[config.mk]
export PLATFORM = sky130hd
export DESIGN_NAME = cfu_simd_mac
export DESIGN_NICKNAME = d
export VERILOG_FILES = /design/src/rtl/cfu_simd_mac_pkg.sv /design/src/rtl/cfu_simd_mac_lane_alu.sv /design/src/rtl/cfu_simd_mac.sv
export SDC_FILE = /design/constraint.sdc
export NUM_CORES = 1
export LEC_CHECK = 0
export ABC_AREA = 1
export CELL_PAD_IN_SITES_DETAIL_PLACEMENT = 1
export CELL_PAD_IN_SITES_GLOBAL_PLACEMENT = 2
export CORE_ASPECT_RATIO = 1.4
export CORE_MARGIN = 5
export CORE_UTILIZATION = 34
export CTS_CLUSTER_SIZE = 40
export DETAILED_ROUTE_END_ITERATION = 10
export GPL_TIMING_DRIVEN = 0
export PLACE_DENSITY_LB_ADDON = 0.2
export SYNTH_ARGS = -nofsm -noshare
export SYNTH_HDL_FRONTEND = slang
export SYNTH_SLANG_ARGS = --single-unit
[constraint.sdc]
create_clock -name clk_i -period 7.4 [get_ports clk_i]
set_input_delay 1.11 -clock clk_i [delete_from_list [all_inputs] [get_ports clk_i]]
set_output_delay 1.11 -clock clk_i [all_outputs]
set_load 0.02 [all_outputs]
[src/rtl/cfu_simd_mac_pkg.sv]
// cfu_simd_mac_pkg: shared opcodes, FSM states and default widths for the SIMD MAC CFU
package cfu_simd_mac_pkg;
    localparam int XLEN           = 32;
    localparam int CFU_CTRL_WIDTH = 10;
    localparam int DEF_LANE_W     = 8;
    localparam int DEF_ACC_W      = 32;
    localparam logic [2:0] CFU_OP_ADD    = 3'd1;
    localparam logic [2:0] CFU_OP_SUB    = 3'd2;
    localparam logic [2:0] CFU_OP_PADD   = 3'd3;
    localparam logic [2:0] CFU_OP_PSUB   = 3'd4;
    localparam logic [2:0] CFU_OP_DOTACC = 3'd5;
    localparam logic [2:0] CFU_OP_RDACC  = 3'd6;
    localparam logic [2:0] CFU_OP_CLRACC = 3'd7;
    typedef enum logic [1:0] {IDLE, MAC, DONE} state_t;
endpackage

[src/rtl/cfu_simd_mac_lane_alu.sv]
// cfu_lane_alu: one packed lane add/sub; clamps per lane when CFU_SATURATE_EN is defined
module cfu_lane_alu #(
    parameter int W = 8
) (
    input  logic [W-1:0] a,
    input  logic [W-1:0] b,
    input  logic         sub,
    input  logic         uns,
    output logic [W-1:0] y
);
    logic [W:0] s;
    assign s = sub ? {1'b0, a} - {1'b0, b} : {1'b0, a} + {1'b0, b};
`ifdef CFU_SATURATE_EN
    logic ovf;
    // signed overflow: operand signs agree (add) or differ (sub) and the result sign flips
    assign ovf = (sub ? a[W-1] ^ b[W-1] : ~(a[W-1] ^ b[W-1])) & (s[W-1] ^ a[W-1]);
    // unsigned carry/borrow lives in s[W]; signed clamp direction follows a's sign
    always_comb
        y = uns ? (s[W] ? (sub ? '0 : '1) : s[W-1:0])
                : (ovf ? {a[W-1], {(W-1){~a[W-1]}}} : s[W-1:0]);
`else
    logic unused;
    assign unused = uns ^ s[W];
    // plain wrapping lane arithmetic
    always_comb
        y = s[W-1:0];
`endif
endmodule

[src/rtl/cfu_simd_mac.sv]
// cfu_simd_mac: scalar/SIMD add-sub plus multi-cycle dot-product accumulate; CFU_SATURATE_EN enables saturation
module cfu_simd_mac
    import cfu_simd_mac_pkg::*;
#(
    parameter int LANE_W = DEF_LANE_W,
    parameter int ACC_W  = DEF_ACC_W
) (
    input  logic                      clk_i,
    input  logic                      rst_i,
    input  logic                      stall_i,
    input  logic                      valid_i,
    input  logic [CFU_CTRL_WIDTH-1:0] cfu_ctrl_i,
    input  logic [XLEN-1:0]           src1_i,
    input  logic [XLEN-1:0]           src2_i,
    output logic                      busy_o,
    output logic [XLEN-1:0]           rslt_o
);
    localparam int LANES = XLEN / LANE_W;
    localparam int IW    = LANES > 1 ? $clog2(LANES) : 1;
    state_t                   state, state_n;
    logic [ACC_W-1:0]         acc, acc_n;
    logic [XLEN-1:0]          a_q, b_q, simd;
    logic                     sgn_q;
    logic [IW-1:0]            idx;
    logic [2:0]               funct3;
    logic                     f7_0, accept;
    logic [LANE_W-1:0]        la, lb;
    logic signed [LANE_W:0]   ea, eb;
    logic signed [2*LANE_W+1:0] prod;
    logic signed [ACC_W:0]    sum;
    logic                     unused;
    assign funct3 = cfu_ctrl_i[2:0];
    assign f7_0   = cfu_ctrl_i[3];
    assign unused = ^cfu_ctrl_i[CFU_CTRL_WIDTH-1:4];
    assign accept = valid_i && !stall_i && state == IDLE;
    for (genvar g = 0; g < LANES; g++) begin : g_lane
        cfu_lane_alu #(.W(LANE_W)) u_lane (
            .a   (src1_i[g*LANE_W +: LANE_W]),
            .b   (src2_i[g*LANE_W +: LANE_W]),
            .sub (funct3 == CFU_OP_PSUB),
            .uns (f7_0),
            .y   (simd[g*LANE_W +: LANE_W])
        );
    end
    assign la   = a_q[idx*LANE_W +: LANE_W];
    assign lb   = b_q[idx*LANE_W +: LANE_W];
    assign ea   = {sgn_q & la[LANE_W-1], la};
    assign eb   = {sgn_q & lb[LANE_W-1], lb};
    assign prod = ea * eb;
    assign sum  = $signed({acc[ACC_W-1], acc}) + (ACC_W+1)'(prod);
`ifdef CFU_SATURATE_EN
    // clamp to signed accumulator limits when the extra sum bit disagrees with the sign
    always_comb
        acc_n = (sum[ACC_W] != sum[ACC_W-1]) ? {sum[ACC_W], {(ACC_W-1){~sum[ACC_W]}}} : sum[ACC_W-1:0];
`else
    logic unused_msb;
    assign unused_msb = sum[ACC_W];
    // wrapping accumulation
    always_comb
        acc_n = sum[ACC_W-1:0];
`endif
    // next-state: one lane per MAC cycle, DONE holds while stalled
    always_comb begin
        state_n = state;
        if (state == IDLE)
            state_n = (accept && funct3 == CFU_OP_DOTACC) ? MAC : IDLE;
        else if (state == MAC)
            state_n = (idx == IW'(LANES - 1)) ? DONE : MAC;
        else
            state_n = stall_i ? DONE : IDLE;
    end
    // state, operand latches and accumulator
    always_ff @(posedge clk_i) begin
        if (rst_i) begin
            state <= IDLE;
            acc   <= '0;
            a_q   <= '0;
            b_q   <= '0;
            sgn_q <= 1'b0;
            idx   <= '0;
        end else begin
            state <= state_n;
            if (accept && funct3 == CFU_OP_DOTACC) begin
                a_q   <= src1_i;
                b_q   <= src2_i;
                sgn_q <= ~f7_0;
                idx   <= '0;
            end
            if (accept && funct3 == CFU_OP_CLRACC)
                acc <= f7_0 ? ACC_W'($signed(src1_i)) : '0;
            if (state == MAC) begin
                acc <= acc_n;
                idx <= idx + 1'b1;
            end
        end
    end
    // result mux: DONE shows acc, IDLE shows the combinational op, otherwise zero
    always_comb begin
        busy_o = state == MAC;
        rslt_o = state == DONE ? XLEN'(acc)
               : !(state == IDLE && valid_i) ? '0
               : funct3 == CFU_OP_ADD  ? src1_i + src2_i
               : funct3 == CFU_OP_SUB  ? src1_i - src2_i
               : (funct3 == CFU_OP_PADD || funct3 == CFU_OP_PSUB) ? simd
               : (funct3 == CFU_OP_RDACC || funct3 == CFU_OP_CLRACC) ? XLEN'(acc)
               : '0;
    end
endmodule
==> results_dict.tcl <==
set metrics [dict create \
    maxSlewViolCount 0 \
    synth_edf_count 0 \
    cts_tree "yes" \
    yosysUniqueCellTypes 57 \
    timing.rr.start "idx[0]$_SDFFE_PP0P_" \
    rr_endpoint "acc[28]$_SDFFE_PP0P_" \
    use_met1_pct 31.8 \
    cts_max_level 3 \
    wl_per_cell_um 23.5 \
    placed_cell_area_mm2 0.0194 \
    area_growth_pct 13.1 \
    grt_usage_pct 29.1 \
    yosys.area_share.simple_pct 29.5 \
    cp_max_fo 12 \
    ant_nets 0 \
    fin_cells 3616 \
    io_buffers 102 \
    synth.avg_cell_area_um2 6.19 \
    synth.ff_latch_count 101 \
    synth_compound_area_share_pct 17.2 \
    timing.final.ws_setup_ns 0.436 \
    synth_common_cells "733 x nand2_1, 488 x inv_1, 276 x nor2_1, 234 x a21oi_1, 188 x o21ai_0" \
    drc_errors 0 \
    overflow 0 \
    finalHoldViolations 0 \
    endpoint_kind "flop" \
    clock_sinks 101 \
    dieArea_mm2 0.0565 \
    grt_pass1_wl_mm 125 \
    yosys_warnings 0 \
    synth_top_family_by_area "simple AND/OR/NAND/NOR gates" \
    synth_fp_nets 3214 \
    r2r.worst_path.cells 28 \
    synth_top_cell_by_area "nand2_1" \
    grtUsageMet3_pct 1.25 \
    hold_depth 2 \
    cp_data_arrival_time_ns 7.26 \
    die_y_um 279 \
    required_ns 7.70 \
    worst_pin_slew_ns 1.18 \
    rsz0062_at_grt "false" \
    antenna_found_initial 0 \
    final_area_mm2 0.0199 \
    min_from "a_q[15]$_SDFFE_PP0P_" \
    synth-adder-area-share_pct 25.8 \
    ios 111 \
    fin_worst_skew_ns 0.00822 \
    crit_type "reg2reg" \
    hp-class "reg2reg" \
    dieWidth_um 202 \
    start_util_pct 34.4 \
    yosysSeqAreaShare_pct 11.5 \
    cap_violations 0 \
    cts.clk_slew.worst_paths_ns 0.07 \
    synthTopCellsByArea "nand2_1 16%, fa_1 14%, ha_1 12%, dfxtp_1 11%, inv_1 10%" \
    cts-buffers-inserted 9 \
    wl_mm 85.1 \
    insertion_delay_ns 0.37 \
    async_reset_ff_share_pct 0 \
    grt_max_degree 17 \
    layout-drive-gt1-share_pct 4.08 \
    ctsLongestPathBuffers 2 \
    ys.flop_type "dfxtp_1" \
    root_buffer "clkbuf_16" \
    slowest_delay_ns 0.70 \
    synth_top_area_share_pct 15.6 \
    fin_crit_ns 6.96 \
    firstDrtPassIters 5 \
    grt_pass1_vias 20900 \
    ir_worst_vdd_v 0.0000782 \
    syn-cell-area_mm2 0.0176 \
    power_density_mw_per_mm2 104 \
    synthMuxAreaShare_pct 0 \
    yosysMostFrequentCell "nand2_1" \
    fin_nets 3331 \
    r2r_slack_ns 0.44 \
    dpl_worst_slack_ns -0.0562 \
    place_inst 3597 \
    holdPathEnd "a_q[15]$_SDFFE_PP0P_" \
    num_rows 98 \
    crit_slowest_cell "fa_1" \
    place_hpwl_mm 74.8 \
    setup_viol 0 \
    fmax_ghz 0.144 \
    diodes 0 \
    fin_setup_tns_ns 0 \
    min_period_over_period_pct 94.1 \
    routabilityCongestion 0.966 \
    num_vias 19700 \
    core_area_mm2 0.0511 \
    grtUsageMet2_pct 56.2 \
    startpoint_type "flop" \
    drtIter0Drc 1004 \
    busiest_layer "met2" \
    power.leakage_nw 10.1 \
    outcome "completed" \
    multi_input_area_mm2 0.0133 \
    timing.slew.headroom_pct 20.5 \
    routed_via_density 5.44 \
    synthCells 2845 \
    total_power_mw 2.07 \
    fill_cells 6849 \
    synth-xor-area-share_pct 2.49 \
    regArea_mm2 0.00202 \
]
==> sequential cells by signal, summed over array words and instances (netlist names) <==
signal and count:
a_q 32, acc 32, b_q 32, idx 2
state 2, sgn_q 1
==> cells by family (layout without fill, tap and decap cells) <==
group / count (synthesis) / after routing
and+or+nand+nor: 1265 / 1265
buffers and inverters: 593 / 714
AOI/OAI and AO/OA: 545 / 545
adders and majority gates: 291 / 291
DFF: 101 / 101
xor gates and xnor gates: 50 / 50
==> cell usage in the layout (no fill, tap or decap), types with 4 or more instances in the layout <==
master,n
nand2_1,733
inv_1,486
nor2_1,274
a21oi_1,234
o21ai_0,188
nand3_1,176
ha_1,170
fa_1,119
clkdlybuf4s50_1,102
dfxtp_1,101
xor2_1,37
clkbuf_1,33
a31oi_1,33
buf_2,32
nand4_1,23
o21bai_1,20
nor3_1,20
o211ai_1,13
xnor2_1,13
o21ai_1,12
buf_4,11
inv_2,9
a32oi_1,9
buf_6,9
nand3b_1,9
clkbuf_16,9
clkbuf_2,7
nor2_2,6
nand2_2,6
a21o_1,6
o31ai_1,5
nor4_1,4
buf_1,4
==> cell type report <==
class                      instances  area share, %
timing repair buffer             106           5.41
clock buffer                      10           1.20
tap                              650           4.09
inverter                         499           9.48
clock inverter                     5          0.415
buffer                            94           2.53
sequential                       101           10.2
multi-input combinational       2151           66.7
==> how the worst max path moves through the flow <==
stage	from	to	slack [ns]
after CTS	idx[0]$_SDFFE_PP0P_	acc[31]$_SDFFE_PP0P_	0.009
final	idx[0]$_SDFFE_PP0P_	acc[28]$_SDFFE_PP0P_	0.44
after detailed placement	idx[0]$_SDFFE_PP0P_	acc[31]$_SDFFE_PP0P_	-0.06
after global routing	idx[0]$_SDFFE_PP0P_	acc[27]$_SDFFE_PP0P_	0.005
after floorplan	idx[0]$_SDFFE_PP0P_	acc[25]$_SDFFE_PP0P_	1.60
after global placement	idx[0]$_SDFFE_PP0P_	acc[31]$_SDFFE_PP0P_	0.006
==> layer usage <==
| layer | vias up | part of all wire (%) |
|---|---|---|
| li1 | 9311 | - |
| met2 | 444 | 53 |
| met1 | 9734 | 39 |
| met4 | 0 | 6.3 |
| met5 | - | 0 |
| met3 | 177 | 2.3 |
==> report_power, final <==
group	total, mW	switching (mW)	internal [mW]
Sequential	0.583	0.0245	0.559
Clock	0.532	0.226	0.305
Combinational	0.958	0.648	0.311
==> critical path, delay by kind of cell, from the launching register on <==
family,cells,cell delay (ns)
adders and majority gates,6,3.26
DFF,1,0.34
buffers and inverters,8,1.08
AOI/OAI and AO/OA,3,0.53
and+or+nand+nor,11,1.70
==> through the flow <==
stage | hold WS (ns) | util, %
global route | 0.562 | 38.9
detailed placement | 0.504 | 38.0
CTS | 0.526 | 38.7
global placement | 0.499 | 38.0
floorplan | 0.474 | -
finish | 0.521 | 38.9
==> timing repair <==
item / 4_1_cts / 5_1_grt
setup buffers: 0 / 4
hold buffers: 0 / 0
resized for setup: 2 / 14
setup endpoints to repair: 2 / 12
Power figures use the tool's default switching activity.
